<file path="src/rtl/dmem_arb_pkg.sv">
// Shared types and default widths for the dmem port-0 arbiter.
// Imported by the arbiter top and its wait-counter sub-module.
package dmem_arb_pkg;

   localparam int DEF_AW       = 32;
   localparam int DEF_DW       = 32;
   localparam int DEF_MAX_WAIT = 8;
   localparam int WAIT_W       = 8;

   typedef enum logic {
      IDLE  = 1'b0,
      LOCK1 = 1'b1
   } arb_state_t;

   typedef enum logic {
      M0 = 1'b0,
      M1 = 1'b1
   } arb_id_t;

   function automatic arb_id_t other_id(input arb_id_t id);
      return (id == M0) ? M1 : M0;
   endfunction

endpackage

</file>
<file path="src/rtl/arb_wait_ctr.sv">
// Saturating count of cycles a requester has been pending without a grant.
// Clears whenever the requester is granted or drops its request.
module arb_wait_ctr
   import dmem_arb_pkg::*;
#(
   parameter int MAX_WAIT = DEF_MAX_WAIT
) (
   input  logic clk,
   input  logic rst_n,
   input  logic req,
   input  logic gnt,
   output logic at_max
);

   localparam logic [WAIT_W-1:0] MAX_V = WAIT_W'(MAX_WAIT);

   logic [WAIT_W-1:0] count;

   always_ff @(posedge clk or negedge rst_n) begin
      if (!rst_n) begin
         count <= '0;
      end else if (!req || gnt) begin
         count <= '0;
      end else if (count != MAX_V) begin
         count <= count + 1'b1;
      end
   end

   assign at_max = (count == MAX_V);

endmodule

</file>
<file path="src/rtl/dmem_port_arbiter.sv">
// Two-master arbiter for the read/write port of dmem: CPU load/store unit (m0) and DMA/loader (m1).
// Grant and mem mux are combinational from registered state; read data returns one cycle after grant.
module dmem_port_arbiter
   import dmem_arb_pkg::*;
#(
   parameter int AW       = DEF_AW,
   parameter int DW       = DEF_DW,
   parameter int MAX_WAIT = DEF_MAX_WAIT,
   parameter int CPU_PRIO = 1
) (
   input  logic          clk,
   input  logic          rst_n,
   input  logic          m0_req,
   input  logic          m0_we,
   input  logic [AW-1:0] m0_addr,
   input  logic [DW-1:0] m0_wdata,
   output logic          m0_gnt,
   output logic          m0_rvalid,
   output logic [DW-1:0] m0_rdata,
   input  logic          m1_req,
   input  logic          m1_we,
   input  logic [AW-1:0] m1_addr,
   input  logic [DW-1:0] m1_wdata,
   output logic          m1_gnt,
   output logic          m1_rvalid,
   output logic [DW-1:0] m1_rdata,
   input  logic          m1_lock,
   output logic          mem_we,
   output logic [AW-1:0] mem_addr,
   output logic [DW-1:0] mem_wd,
   input  logic [DW-1:0] mem_rd,
   output logic          err_misalign,
   output arb_state_t    dbg_state
);

   // Handshake: a master raises req with we/addr/wdata stable and holds them until the
   // cycle its gnt is high; that cycle is the access. Reads return rvalid exactly one cycle later.

   arb_state_t state;
   arb_id_t    rr_ptr;
   logic       wait0_max;
   logic       wait1_max;
   logic       pick0;
   logic       pick1;

   arb_wait_ctr #(.MAX_WAIT(MAX_WAIT)) u_wait0 (
      .clk    (clk),
      .rst_n  (rst_n),
      .req    (m0_req),
      .gnt    (m0_gnt),
      .at_max (wait0_max)
   );

   arb_wait_ctr #(.MAX_WAIT(MAX_WAIT)) u_wait1 (
      .clk    (clk),
      .rst_n  (rst_n),
      .req    (m1_req),
      .gnt    (m1_gnt),
      .at_max (wait1_max)
   );

   // Conflict resolution only matters when both request; a lone requester always wins.
   always_comb begin
      pick0 = 1'b0;
      pick1 = 1'b0;
      if (m0_req && m1_req) begin
         if (state == LOCK1) begin
            pick0 = wait0_max;
            pick1 = !wait0_max;
         end else if (CPU_PRIO != 0) begin
            pick0 = !wait1_max;
            pick1 = wait1_max;
         end else begin
            pick0 = (rr_ptr == M0);
            pick1 = (rr_ptr == M1);
         end
      end else begin
         pick0 = m0_req;
         pick1 = m1_req;
      end
   end

   // Reset gates the grants so the port goes quiet the moment rst_n falls.
   assign m0_gnt = pick0 & rst_n;
   assign m1_gnt = pick1 & rst_n;

   always_comb begin
      mem_we   = 1'b0;
      mem_addr = '0;
      mem_wd   = '0;
      if (m0_gnt) begin
         mem_we   = m0_we;
         mem_addr = m0_addr;
         mem_wd   = m0_wdata;
      end else if (m1_gnt) begin
         mem_we   = m1_we;
         mem_addr = m1_addr;
         mem_wd   = m1_wdata;
      end
   end

   always_ff @(posedge clk or negedge rst_n) begin
      if (!rst_n) begin
         state        <= IDLE;
         rr_ptr       <= M0;
         err_misalign <= 1'b0;
      end else begin
         if (m0_gnt) begin
            rr_ptr <= other_id(M0);
         end else if (m1_gnt) begin
            rr_ptr <= other_id(M1);
         end
         if ((m0_gnt && (m0_addr[1:0] != 2'b00)) || (m1_gnt && (m1_addr[1:0] != 2'b00))) begin
            err_misalign <= 1'b1;
         end
         // Ownership is kept only by an m1 grant that still asks for the lock.
         case (state)
            IDLE: begin
               if (m1_gnt && m1_lock) begin
                  state <= LOCK1;
               end
            end
            LOCK1: begin
               if (!(m1_gnt && m1_lock)) begin
                  state <= IDLE;
               end
            end
            default: state <= IDLE;
         endcase
      end
   end

   always_ff @(posedge clk or negedge rst_n) begin
      if (!rst_n) begin
         m0_rvalid <= 1'b0;
         m1_rvalid <= 1'b0;
         m0_rdata  <= '0;
         m1_rdata  <= '0;
      end else begin
         m0_rvalid <= m0_gnt && !m0_we;
         m1_rvalid <= m1_gnt && !m1_we;
         if (m0_gnt && !m0_we) begin
            m0_rdata <= mem_rd;
         end
         if (m1_gnt && !m1_we) begin
            m1_rdata <= mem_rd;
         end
      end
   end

   assign dbg_state = state;

endmodule
</file>
<file path="config.mk">
export PLATFORM = sky130hd
export DESIGN_NAME = dmem_port_arbiter
export DESIGN_NICKNAME = d
export VERILOG_FILES = /design/src/rtl/dmem_arb_pkg.sv /design/src/rtl/arb_wait_ctr.sv /design/src/rtl/dmem_port_arbiter.sv
export SDC_FILE = /design/constraint.sdc
export NUM_CORES = 1
export LEC_CHECK = 0
export CAP_MARGIN = 10
export CORE_ASPECT_RATIO = 1.25
export CORE_MARGIN = 2
export CORE_UTILIZATION = 32
export DETAILED_ROUTE_END_ITERATION = 8
export GPL_ROUTABILITY_DRIVEN = 1
export PLACE_DENSITY = 0.86
export SLEW_MARGIN = 10
export SYNTH_ARGS = -nofsm -noshare
export SYNTH_HDL_FRONTEND = slang
export SYNTH_SLANG_ARGS = --single-unit
export TNS_END_PERCENT = 30
</file>
<file path="constraint.sdc">
create_clock -name clk -period 2.52 [get_ports clk]
set_clock_uncertainty 0.15 [all_clocks]
set_input_delay 0.378 -clock clk [delete_from_list [all_inputs] [get_ports clk]]
set_output_delay 0.378 -clock clk [all_outputs]
set_load 0.03 [all_outputs]
</file>
==> run summary <==
The share of async-settable or async-resettable flops after synthesis is 1.00. The total count of max-transition violations in the final report is 0. The number of nets in the synthesized netlist came out at around 490. In this run the count of I/O pins placed on the die edge is 302. The final routed DRC violation total is 0. The clock root buffer is clkbuf_16. The total iterations of the first detailed-routing run came out at 4. By startpoint and endpoint, the worst setup path is classified as register to output pin.

The post-synthesis share of cell area spent on full adders, half adders and majority gates is 0.0118. At the placement stage, the worst setup path has a slack of -0.370 ns. For the worst setup path, the data arrival time is 2.55 ns. At the pin with the least slew margin, the transition time is around 0.66 ns. The floorplan core area is around 13000 um^2. The layout-stage area growth over the synthesis result is 111%. The total global routing overflow came out at 0. STA puts the critical path data required time at 1.99 ns. The number of antenna diodes in the final layout is 0.

Measured against its own limit, the worst slew margin works out to 0.562. The endpoint of the worst register-to-register path is m1_rdata[15]. The post-route cell area is 8900 um^2.

The dominant register cell in the synthesized netlist is dfrtp_1. The number of rows in the core area is 46. During placement, the flow inserted port buffers numbering 301. The number of enable flip-flop cells after synthesis is 0. The wire length reported by the detailed router is 18.4 mm. In the final design database the tool counted 824 nets. The areal power density over the cells came out at 592 nW/um^2. Summing over every cut layer, the via total after detailed routing is 4124. Once detail routing completed, the nets flagged for antenna violations numbered 0. The share of Yosys cell area claimed by the top area cell type is 0.497.

The insertion delay of the later-clocked pin in the worst-skew pair came out at roughly 0.33 ns. The reg-to-reg startpoint is u_wait1.count[4]. The worst slack on hold paths came out at around 0.08 ns. The instance count of the mapped netlist is 322. Static timing analysis puts the maximum clock frequency at 325 MHz. The H-tree depth reported by CTS is 3. After synthesis, the largest family of logic cells by area is multiplexers.

The combined area of all synthesized cells came out at 4230 um^2. Summed over all cells, the static leakage comes to between 3 and 4 nW. The critical-path maximum fanout came out at 3.

For this configuration, the core starts out at a cell density of 0.331. The number of clock buffers inserted by TritonCTS came out at 9. TritonCTS built the clock tree. The worst setup path is launched from a register.

The total count of hold-check failures in the final report came out at 0. The fraction of synthesized area in multiplexers is 0.201. The global-route wire length before repair is between 20 and 30 mm. The clock period minus final worst setup slack came out at around 3 ns. The total power after layout came out at 0.00527 W. Of all cell types, the one taking the most synthesized area is dfrtp_1. The cell with the most instances after synthesis is dfrtp_1.

The area used by sequential logic in the layout is 2100 um^2. The number of DRC markers in iteration 0 came out at between 200 and 300. The count of state elements after synthesis is 84. The worst register-to-register path has a setup slack of -0.07 ns. The clock input transition at the sequential cells of the worst setup and hold paths came out at ~0.06 ns. The checks that failed: setup timing. The multi-input combinational cells in the finished layout cover a total of 2530 um^2. The maximum number of pins on one net before global-route repair came out at between 50 and 60. The maximum vdd ir drop came out at 0.645 mV. The sum of net half-perimeters after detailed placement came out at 14.0 mm. The simple-gate area share of the yosys netlist came out at 0.0701.

For this run, the register share of the synthesized area comes to 0.497. In the routed layout, each cell is associated on average with a via count of approximately 5. The synthesized-area fraction occupied by ao, oa, aoi and oai cells was 0.146.

The via count of the first global-routing pass came to 4616. At the end of routability-driven placement, the weighted congestion stood at 0.901. The worst setup path is captured at an output pin.

The run finished, with violations left. Setup repair after global routing could not meet its margin everywhere. After synthesis, the mean cell area works out to 13.1 um^2. Dividing the final minimum period by the clock period gives 1.22. Across the run, the number of max-cap violations was 0. The routed wirelength normalized by instance count is 22.2 um. The number of different library cells in the post-synthesis netlist is 34.

In this run the worst hold path is classified as input port to async pin. The filler cell count in the final layout came out at 879. After synthesis, the most frequently instantiated cells are 84 x dfrtp_1, 64 x a22o_1, 29 x mux2_4. The post-synthesis share of cell area spent on xor and xnor gates is 0.0249.

The placement-stage cell area came out at 8270 um^2. Ranked by total cell area, the synthesized netlist is headed by dfrtp_1 50%, a22o_1 13%, mux2_4 10%. The number of antenna violations at the first check in global routing is 2.

The floorplan step set the die width to 107 um. In the final layout, the share of cells above drive strength 1 is 0.384. The die outline height is 133 um. The clock passes through at most 2 buffers. Once layout is complete, the utilization of the core stands at 0.697. The clock net sink count is 84.

Setup violations remaining at the end of the flow were counted as 99. The Yosys step of the flow raised 0 warnings. The overall die area is 14200 um^2. The combined global-route utilization of all metal layers came out at 0.255. The minimum setup slack in the final design is -0.555 ns. The number of cells on the worst reg-to-reg path is 6.
-- final cells by class --
class / count / area share
multi-input combinational: 210 / 0.284
clock buffer: 11 / 0.0273
clock inverter: 5 / 0.00688
sequential: 84 / 0.236
tap: 168 / 0.0236
inverter: 6 / 0.00253
timing repair buffer: 342 / 0.420
-- routing by layer --
metal / part of all wire / global-route usage / vias up
met2: 0.48 / 0.427 / 235
met5: 0.0020 / 0 / -
met3: 0.13 / 0.104 / 33
met1: 0.37 / 0.294 / 2002
li1: - / - / 1850
met4: 0.026 / 0.0837 / 4
-- per-stage QoR --
stage | std cells | TNS, ns
after floorplan | 322 | -3.21
after global placement | 803 | -21.11
after detailed placement | 803 | -25.24
after CTS | 824 | -36.95
after global routing | 826 | -42.68
final | 826 | -36.19
-- report_power, final --
part,internal [W],leakage [nW],switching [W]
combinational,0.00116,2.78,0.00108
clock,0.000796,0.138,0.000517
sequential,0.00158,1.03,0.000135
total,0.00354,3.95,0.00173
-- worst max-delay path by stage --
stage | start | endpoint | slack [ns]
2_1_floorplan | u_wait1.count[4] | mem_we | -0.07
3_3_place_gp | m1_req | mem_we | -0.37
3_5_place_dp | m1_req | mem_we | -0.37
4_1_cts | u_wait1.count[4] | mem_addr[25] | -0.57
5_1_grt | u_wait1.count[4] | mem_we | -0.61
6_report | u_wait1.count[4] | mem_we | -0.55
-- registers in the layout, summed over array words and instances, names as in the netlist --
register       count
u_wait0.count      8
m0_rvalid          1
dbg_state          1
m1_rvalid          1
m0_rdata          32
u_wait1.count      8
m1_rdata          32
err_misalign       1
-- kinds of logic (layout without fill, tap and decap cells) --
group,after synthesis,in the layout
flops,84,84
compound gates,72,72
mux,66,66
simple gates,56,56
buf+inv,28,364
xor+xnor,12,12
fa+ha+maj,4,4
-- cells in the final DEF, fill, tap and decap left out, drive strengths merged, types with 2 or more instances in the layout --
cell type	Yosys	final
nor3	2	2
dlygate4sd3	0	2
and2	2	2
a22o	64	64
nand2b	5	5
xnor2	3	3
clkinvlp	0	3
a21oi	3	3
mux2	65	65
clkbuf	5	14
and3	4	4
inv	6	6
ha	4	4
clkdlybuf4s50	0	233
nor2	18	18
or4	2	2
dfrtp	84	84
xor2	9	9
nand3	10	10
nand2	8	8
buf	17	104
-- worst max-delay path, cell delays in order, from the launching register on --
cell and delay (ns):
dfrtp_1 0.38, or4_4 0.56, or4_4 0.45, nand2_4 0.10
mux2_2 0.34, a31o_4 0.24, buf_6 0.13
-- what timing repair did --
| item | CTS | global route |
|---|---|---|
| setup endpoints to repair | 131 | 105 |
| endpoints found under the hold margin | 10 | 0 |
| hold buffers | 2 | 0 |
| cloned | 2 | 2 |
| pin swaps | 3 | 3 |
| buffers inserted | 1 | 0 |
| resized for setup | 53 | 2 |
(Power assumes the default switching activity.)
